==> src/rtl/mult_pipe_sched.sv <==
// Issue scheduler for the multiply pipeline: shadows in-flight multiply ops,
// stalls decode on register hazards and writeback-port collisions.
module mult_pipe_sched #(
    parameter int REG_ADDR = 5,
    parameter int DEPTH    = 5,
    parameter int ALU_LAT  = 2,
    parameter int CNT_W    = 3
) (
    input  logic                clk,
    input  logic                reset,
    input  logic                issue_valid,
    input  logic                issue_is_mult,
    input  logic                issue_regwrite,
    input  logic [REG_ADDR-1:0] issue_dst,
    input  logic [REG_ADDR-1:0] issue_src_a,
    input  logic [REG_ADDR-1:0] issue_src_b,
    input  logic                src_a_used,
    input  logic                src_b_used,
    input  logic                freeze,
    output logic                issue_ready,
    output logic [DEPTH-1:0]    stage_we,
    output logic                mult_wb_valid,
    output logic                wb_sel,
    output logic [CNT_W-1:0]    inflight,
    output logic                busy
);

    // Stage whose op completes in the same cycle a newly accepted ALU op writes back
    localparam int WBC_IDX = DEPTH - 1 - ALU_LAT;

    logic [DEPTH-1:0]    v_q, v_d;
    logic [DEPTH-1:0]    rw_q, rw_d;
    logic [REG_ADDR-1:0] dst_q [DEPTH];
    logic [REG_ADDR-1:0] dst_d [DEPTH];
    logic [CNT_W-1:0]    inflight_q, inflight_d;

    logic haz;
    logic wbc;
    logic accept;
    logic macc;
    logic retire;

    always_comb begin
        haz = 1'b0;
        for (int k = 0; k < DEPTH; k++) begin
            if (v_q[k] && rw_q[k] && (dst_q[k] != '0)) begin
                if ((src_a_used && (dst_q[k] == issue_src_a)) ||
                    (src_b_used && (dst_q[k] == issue_src_b)) ||
                    (issue_regwrite && (dst_q[k] == issue_dst))) begin
                    haz = 1'b1;
                end
            end
        end
    end

    assign wbc         = !issue_is_mult && issue_regwrite && v_q[WBC_IDX] && rw_q[WBC_IDX];
    assign issue_ready = !reset && !freeze && !haz && !wbc;
    assign accept      = issue_valid && issue_ready;
    assign macc        = accept && issue_is_mult;
    assign retire      = v_q[DEPTH-1] && !freeze;

    always_comb begin
        v_d        = v_q;
        rw_d       = rw_q;
        dst_d      = dst_q;
        inflight_d = inflight_q;
        if (!freeze) begin
            v_d        = {v_q[DEPTH-2:0], macc};
            rw_d       = {rw_q[DEPTH-2:0], issue_regwrite};
            dst_d[0]   = issue_dst;
            for (int k = 1; k < DEPTH; k++) begin
                dst_d[k] = dst_q[k-1];
            end
            inflight_d = inflight_q + CNT_W'(macc) - CNT_W'(retire);
        end
    end

    always_ff @(posedge clk) begin
        if (reset) begin
            v_q        <= '0;
            rw_q       <= '0;
            inflight_q <= '0;
            for (int k = 0; k < DEPTH; k++) begin
                dst_q[k] <= '0;
            end
        end else begin
            v_q        <= v_d;
            rw_q       <= rw_d;
            dst_q      <= dst_d;
            inflight_q <= inflight_d;
        end
    end

    // Bubbles behind a valid op are still written so the stage regwrite clears
    always_comb begin
        stage_we = '0;
        if (!freeze && !reset) begin
            stage_we[0] = macc || v_q[0];
            for (int k = 1; k < DEPTH; k++) begin
                stage_we[k] = v_q[k-1] || v_q[k];
            end
        end
    end

    assign wb_sel        = v_q[DEPTH-1] && rw_q[DEPTH-1];
    assign mult_wb_valid = wb_sel && !freeze;
    assign inflight      = inflight_q;
    assign busy          = (inflight_q != '0);

endmodule

==> config.mk <==
export PLATFORM = sky130hd
export DESIGN_NAME = mult_pipe_sched
export DESIGN_NICKNAME = d
export VERILOG_FILES = /design/src/rtl/mult_pipe_sched.sv
export SDC_FILE = /design/constraint.sdc
export NUM_CORES = 1
export LEC_CHECK = 0
export CORE_MARGIN = 1
export CORE_UTILIZATION = 30
export CTS_CLUSTER_DIAMETER = 40
export CTS_CLUSTER_SIZE = 14
export DETAILED_ROUTE_END_ITERATION = 12
export GPL_ROUTABILITY_DRIVEN = 0
export SYNTH_ARGS = -nofsm -noshare
export SYNTH_HDL_FRONTEND = slang
export SYNTH_SLANG_ARGS = --single-unit
==> constraint.sdc <==
create_clock -name clk -period 3.17 [get_ports clk]
set_clock_uncertainty 0.1 [all_clocks]
set_input_delay 0.4755 -clock clk [delete_from_list [all_inputs] [get_ports clk]]
set_output_delay 0.4755 -clock clk [all_outputs]
set_load 0.1 [all_outputs]
[Word-level counts from Yosys, hierarchy flattened]
Cells that the tools add are included.
Word-level totals
  flip-flop bits (word level): 38
  input bits: 23
  output and inout bits: 12
  word-level logic and storage cells: 97
Cells by class
  $add $sub $neg: 2
  eq/ne operators: 15
  mux-type cells: 11
  reduce and logical (&&, ||, !) cells: 61
Operators with widths (number)
  $eq 5x5->1: 15
  $logic_and 1x1->1: 35
  $reduce_bool 5->1: 5
  $logic_or 1x1->1: 15
  $mux 1: 10
  $logic_not 1->1: 5
  $mux 5: 1
  $add 3x1->3: 1
  $reduce_bool 3->1: 1
  $sub 3x1->3: 1

[Longest topological paths before layout]
Gate-level depths: netlist (run 1).
  depth in word-level cells: 21
  gate-level depth with buffers: 16
  depth with buffers taken out: 15

[Least setup slack after synthesis (run 1)]
OpenSTA, ideal clock, no wires.
  kind: input-to-reg
  from: input port issue_src_a[3]
  to: register inflight_q[2] (netlist: inflight[2])
  library setup time: 0.071 ns
  arrival: 4.077 ns
  data required time: 2.999 ns
  slack: -1.077 ns
  stages on the path: 16
  path buffers: 1
  cell sequence: buf_2 > xor2_1 > nor4_1 > and3_1 > a31oi_2 > a21oi_2 > nor4_4 > nand3_1 > ha_1 > inv_1 > ha_1 > inv_1 > fa_1 > xnor2_1 > or3_1 > a21oi_1
On the way
  word-level cells in the longest chain between the ends: 21
  elaborated cells on any way between the ends: 37
  those cells by class: add/sub (2); eq/ne (5); mux (10); reduce/logical (20)
RTL lines
  start, declared: RTL line 15  | input logic [REG_ADDR-1:0] issue_src_a,
  $eq 5x5->1: RTL line 47  | if ((src_a_used && (dst_q[k] == issue_src_a)) ||
  $logic_and 1x1->1: RTL line 47
  $logic_or 1x1->1: RTL line 47
  $logic_or 1x1->1: RTL line 48  | (src_b_used && (dst_q[k] == issue_src_b)) ||
  $mux 1: RTL line 47
  $mux 1: RTL line 46  | if (v_q[k] && rw_q[k] && (dst_q[k] != '0)) begin
  $mux 1: RTL line 47
  $mux 1: RTL line 46
  [... 5 more ...]
  $mux 1 (*): RTL line 46
  $logic_not 1->1 (*): RTL line 57  | assign issue_ready = !reset && !freeze && !haz && !wbc;
  $logic_and 1x1->1 (*) (2 in a row): RTL line 57
  via issue_ready: RTL line 20  | output logic issue_ready,
  $logic_and 1x1->1 (*): RTL line 58  | assign accept = issue_valid && issue_ready;
  $logic_and 1x1->1 (*): RTL line 59  | assign macc = accept && issue_is_mult;
  $add 3x1->3 (*): RTL line 74  | inflight_d = inflight_q + CNT_W'(macc) - CNT_W'(retire);
  $sub 3x1->3 (*): RTL line 74
  end signal, assigned: RTL line 90  | inflight_q <= inflight_d;
  end, declared: RTL line 35  | logic [CNT_W-1:0] inflight_q, inflight_d;
Mark *: on every way through the listed nets, which the timed path passes. The rest lies on a longest branch.
A chain may end at the register's enable or synchronous reset.

[Worst setup path in the final report (run 1)]
  from: input port issue_src_b[2]
  to: register inflight_q[2] (netlist: inflight[2])
On the way
  word-level cells in the longest chain between the ends: 21
  elaborated cells on any way between the ends: 37
  those cells by class: add/sub (2); eq/ne (5); mux (10); reduce/logical (20)
RTL lines
  start, declared: RTL line 16  | input logic [REG_ADDR-1:0] issue_src_b,
  $eq 5x5->1: RTL line 48
  $logic_and 1x1->1: RTL line 48
  $logic_or 1x1->1: RTL line 47
  $logic_or 1x1->1: RTL line 48
  $mux 1: RTL line 47
  $mux 1: RTL line 46
  $mux 1: RTL line 47
  $mux 1: RTL line 46
  [... 4 more ...]
  $mux 1: RTL line 47
  $mux 1 (*): RTL line 46
  $logic_not 1->1 (*): RTL line 57
  $logic_and 1x1->1 (*) (2 in a row): RTL line 57
  $logic_and 1x1->1 (*): RTL line 58
  $logic_and 1x1->1 (*): RTL line 59
  $add 3x1->3 (*): RTL line 74
  $sub 3x1->3 (*): RTL line 74
Mark *: on every way between the ends. The rest lies on a longest branch, timed or not.

==> flow_metrics.py, run 1 <==
metrics = {
    "sta": {
        "worstMarginPinSlew_ns": 0.673,
        "rsz0062_at_grt": "true",
        "hold_viol": 0,
        "setup-violations-final": 2,
        "period_share": 1.03,
        "slew_headroom": 0.551,
        "fin_crit_ns": 3.28,
        "fmax_mhz": 305,
        "report.final.slew_viol_count": 0,
        "fin_ws_ns": -0.106,
    },
    "cts": {
        "cts_buffer_depth": 2,
        "root_buffer": "clkbuf_8",
        "cts.sinks": 38,
        "cts_hold_buffers": 0,
        "cts_tree": "built",
        "h-tree-depth": 2,
        "numCtsBuffers": 5,
        "clk-insertion-delay-late_ns": 0.29,
        "clkSlewWorstSetupHoldPaths_ns": 0.08,
    },
    "floorplan": {
        "core_mm2": 0.00868,
        "die_w_um": 96.5,
        "rows": 34,
        "die_height_um": 96.5,
        "pin_count": 35,
        "die_area_mm2": 0.00930,
        "initial_utilization": 0.308,
    },
    "logic_synthesis": {
        "synth-edff-count": 0,
        "synth_flop_cell": "dfxtp_1",
        "synth-seq-cells": 38,
        "synth.avg_cell_area_um2": 8.86,
        "netlist_top_cells_count": "60 x xor2_1, 38 x dfxtp_1, 37 x nor2_1",
        "synth_nets": 328,
        "yosysWarnings": 0,
        "synth_top_cell_area_share": 0.284,
        "synth_cell_types": 35,
        "synth_area_leaders": "dfxtp_1 28%, xor2_1 20%, mux2i_1 13%",
        "yosysSeqAreaShare": 0.284,
        "synth-async-reset-ratio": 0,
        "synth_top_area_cell": "dfxtp_1",
        "synthesis.instances": 302,
        "yosys.cell_count.top_type": "xor2_1",
        "synth_area_mm2": 0.00268,
    },
    "hold_path": {
        "hold_class": "flop to flop",
    },
    "power_and_ir_drop": {
        "vdd_ir_drop_max_mv": 0.134,
        "power.leakage_nw": 1.68,
        "powerDensity_mw_per_mm2": 324,
    },
    "cells_and_area": {
        "num_antenna_cells": 0,
        "seq_area_um2": 778,
        "multi_input_area_mm2": 0.00173,
        "drive_gt1_frac": 0.323,
        "final_cells": 464,
        "nFillCells": 870,
        "fin_nets": 381,
        "area_growth_pct": 32.8,
    },
    "place": {
        "dp_hpwl_um": 5480,
        "place_inst": 451,
        "io_buffers": 34,
        "dp_worst_setup_slack_ns": -0.792,
    },
    "detailed_routing": {
        "antenna_left": 0,
        "viasPerCell": 4.78,
        "wl_um": 7360,
        "drc_errors": 0,
        "firstDrtPassIters": 4,
        "routedWlPerCell_um": 15.9,
        "vias": 2220,
        "drt_iter0_markers": 125,
    },
    "critical_path": {
        "cp.arrival_ns": 3.41,
        "crit_type": "input pin to flop",
        "worstPathMaxFanout": 4,
        "end_kind": "flop",
        "worstPathRequired_ns": 3.30,
        "critPathLaunchType": "input pin",
    },
    "global_route": {
        "grt-ovfl-total": 0,
        "antenna_found_initial": 0,
        "grt_use_total": 0.169,
        "grt_pass1_wl_um": 11600,
        "first_global_vias": 2227,
        "grt_start_max_net_pins": 43,
    },
    "outcome": {
        "failed_checks": "negative setup slack",
        "status": "finished with violations",
    },
    "run": {
        "cap_violations": 0,
    },
}
[cell usage in the layout, fill, tap and decap left out, types with 5 or more instances in the layout]
master	n
xor2_1	60
buf_4	57
nor2_1	37
mux2i_1	35
dfxtp_1	28
xnor2_1	16
nand3_1	12
nor4_1	11
dfxtp_2	8
buf_12	7
dlygate4sd2_1	6
clkdlybuf4s50_1	6
clkbuf_8	5
clkbuf_2	5
[power by group]
group	switching [mW]	leakage [nW]	internal, mW	total [mW]
Sequential	0.0153	0.313	0.487	0.502
Clock	0.171	0.0524	0.236	0.407
Combinational	0.126	1.32	0.116	0.242
Total	0.312	1.68	0.838	1.15
[worst paths after layout]
check | start | end | slack, ns | cells past startpoint
setup / recovery | issue_src_b[2] | inflight[2] | -0.11 | 17
hold / removal | rw_q[4] | rw_q[4] | 0.41 | 2
setup reg to reg | dst_q[12] | inflight[2] | -0.06 | 16
hold reg to reg | rw_q[4] | rw_q[4] | 0.41 | 2
[metal layers]
layer / track usage / share of wire
met1: 0.220 / 0.49
met2: 0.276 / 0.45
met3: 0.0415 / 0.045
met4: 0.0466 / 0.013
met5: 0 / 0
[critical path, stage by stage]
cell           delay, ns
dlygate4sd2_1       0.27
buf_6               0.14
xor2_1              0.14
nor4_2              0.33
nand3_1             0.14
and3_4              0.19
o22ai_4             0.20
nor4_4              0.07
nand3_1             0.09
ha_1                0.22
inv_1               0.05
ha_1                0.12
inv_1               0.05
fa_2                0.33
xnor2_1             0.14
or3_1               0.33
a21oi_2             0.12
[state kept, by name, indices dropped and copies added (netlist names)]
name,count
dst_q,25
v_q,5
rw_q,5
inflight,3
[kinds of logic after synthesis]
kind of cell | count (synthesis) | share of synthesized area
fa+ha+maj | 3 | 0.0168
buf+inv | 47 | 0.0907
mux | 35 | 0.131
compound gates | 20 | 0.0631
xor+xnor | 76 | 0.249
flops | 38 | 0.284
simple gates | 83 | 0.165
[area by class of cell]
class / count / share of cell area
multi-input cells: 217 / 0.487
repair buffers: 90 / 0.223
flip-flops and latches: 38 / 0.219
well taps: 108 / 0.0380
clock buffers: 7 / 0.0215
clock inverters: 1 / 0.00845
inverters: 3 / 0.00317
[timing repair]
item                                    CTS  global route
setup buffers                             4             1
pin swaps                                 8             9
cloned                                    0             0
resized for setup                        45            16
endpoints found under the setup margin    4             3
[stage by stage]
stage | power [mW] | hold WS (ns) | cell area [µm²] | util | TNS (ns)
after global routing | 1.20 | 0.468 | 3550 | 0.410 | -0.400
after detailed placement | 0.753 | 0.390 | 3360 | 0.387 | -1.86
after CTS | 1.16 | 0.410 | 3550 | 0.409 | -0.136
after floorplan | 0.666 | 0.356 | 2680 | - | -2.75
after global placement | 0.751 | 0.371 | 3360 | 0.387 | -1.68
final | 1.15 | 0.413 | 3550 | 0.410 | -0.131
Note: power is estimated with default switching activity, not from simulation.
==> run 2, diff against run 1 <==
SKIP_CTS_REPAIR_TIMING = 1   (was unset)
clock period = 2.7 ns   (was 3.17 ns; I/O delays follow)
==> flow_metrics.py, run 2 (synthesis results as in run 1) <==
metrics = {
    "outcome": {
        "status": "finished with violations",
        "failed_checks": "negative setup slack",
    },
    "critical_path": {
        "max_stage_delay_ns": 0.51,
        "rr_worst_depth": 13,
        "r2r_start": "dst_q[12]",
        "regToRegSetupSlack_ns": -0.64,
        "cp_num_buf_inv": 2,
        "crit_slowest_cell": "or4_4",
        "cp.arrival_ns": 3.47,
        "critPathLaunchType": "flop",
        "path_delay_family": "simple AND/OR/NAND/NOR gates",
        "worstPathMaxFanout": 4,
        "cp_common_cell": "inv_2",
        "cp_cell_sequence": "or4_4 > o211ai_1 > o22ai_2 > nor4_4 > nand3_1 > ha_1 > inv_2 > ha_4 > inv_2 > fa_2 > xnor2_2 > or3_1 > a21oi_1",
        "crit_type": "flop to flop",
        "r2r-end": "inflight[2]",
        "worstPathRequired_ns": 2.83,
        "end_kind": "flop",
    },
    "cells_and_area": {
        "top_register": "dst_q",
        "num_antenna_cells": 0,
        "area_growth_pct": 39.2,
        "drive_gt1_frac": 0.338,
        "fin_nets": 386,
        "design_area_mm2": 0.00372,
        "nFillCells": 871,
        "postLayoutCoreUtil": 0.429,
        "largestRegisters": "dst_q x25, rw_q x5, v_q x5",
        "mostFrequentLayoutCells": "62 x buf_4, 52 x xor2_1, 37 x nor2_1, 35 x mux2i_1, 33 x dfxtp_1",
        "layout_commonest_cell": "buf_4",
        "final_cells": 469,
        "largest_reg_flops": 25,
    },
    "power_and_ir_drop": {
        "power.leakage_nw": 1.83,
        "vdd_ir_drop_max_mv": 0.200,
        "powerDensity_mw_per_mm2": 351,
        "finalPower_mw": 1.31,
    },
    "floorplan": {
        "rows": 34,
        "die_w_um": 96.5,
        "core_mm2": 0.00868,
        "die_area_mm2": 0.00930,
        "initial_utilization": 0.308,
        "die_height_um": 96.5,
        "pin_count": 35,
    },
    "cts": {
        "clkSlewWorstSetupHoldPaths_ns": 0.08,
        "numCtsBuffers": 5,
        "cts_tree": "built",
        "root_buffer": "clkbuf_8",
        "h-tree-depth": 2,
        "clk-insertion-delay-late_ns": 0.29,
        "cts.sinks": 38,
        "cts_buffer_depth": 2,
    },
    "hold_path": {
        "hold_path_depth": 2,
        "hold_class": "flop to flop",
        "hold_path_end": "rw_q[4]",
        "hold_path_startpoint": "rw_q[4]",
    },
    "sta": {
        "hold_ws_ns": 0.386,
        "fin_ws_ns": -0.640,
        "period_share": 1.24,
        "report.final.slew_viol_count": 0,
        "tns_ns": -1.48,
        "worstMarginPinSlew_ns": 0.655,
        "fmax_mhz": 299,
        "rsz0062_at_grt": "true",
        "slew_headroom": 0.563,
        "fin_crit_ns": 3.34,
        "hold_viol": 0,
        "setup-violations-final": 4,
    },
    "global_route": {
        "antenna_found_initial": 0,
        "grt_start_max_net_pins": 43,
        "first_global_vias": 2155,
        "grt_use_total": 0.168,
        "grt-ovfl-total": 0,
        "grt_pass1_wl_um": 11600,
    },
    "detailed_routing": {
        "firstDrtPassIters": 4,
        "routedWlPerCell_um": 15.8,
        "wl_um": 7420,
        "vias": 2205,
        "antenna_left": 0,
        "drc_errors": 0,
        "viasPerCell": 4.70,
        "drt_iter0_markers": 91,
    },
    "place": {
        "place_area_mm2": 0.00339,
        "dp_hpwl_um": 5400,
        "dp_worst_setup_slack_ns": -1.21,
        "io_buffers": 34,
        "place_inst": 456,
    },
    "run": {
        "cap_violations": 0,
    },
}
[run 2: final cells by class]
type,instances,area [µm²],area share
Multi-Input combinational cell,217,1810,0.485
Timing Repair Buffer,95,903,0.243
Sequential cell,38,772,0.207
Tap cell,108,135,0.0363
Clock buffer,6,82.6,0.0222
Clock inverter,2,12.5,0.00336
Inverter,3,11.3,0.00302
[run 2: power by group]
part / internal (mW) / switching, mW
combinational: 0.147 / 0.153
sequential: 0.571 / 0.0168
clock: 0.205 / 0.215
total: 0.923 / 0.385
[run 2: tightest hold or removal path, stage by stage, from the launching register on]
cell and delay [ns]:
dfxtp_1 0.32, mux2i_1 0.06, nor2_1 0.07
[run 2: routing by layer]
| layer | part of all wire | up-vias | track usage | wire [µm] |
|---|---|---|---|---|
| li1 | - | 1109 | - | - |
| met1 | 0.47 | 1034 | 0.234 | 3470 |
| met2 | 0.46 | 50 | 0.262 | 3430 |
| met3 | 0.050 | 12 | 0.0321 | 369 |
| met4 | 0.021 | 0 | 0.0490 | 159 |
| met5 | 0 | - | 0 | 0 |
[run 2: how the worst max path moves through the flow]
stage             endpoint  cells past startpoint            from
3_3_place_gp   inflight[2]                     16  issue_src_b[3]
3_5_place_dp   inflight[2]                     16  issue_src_a[3]
5_1_grt        inflight[2]                     17    issue_dst[4]
6_report       inflight[2]                     13       dst_q[12]
2_1_floorplan  inflight[2]                     14       dst_q[20]
4_1_cts        inflight[2]                     16  issue_src_a[3]
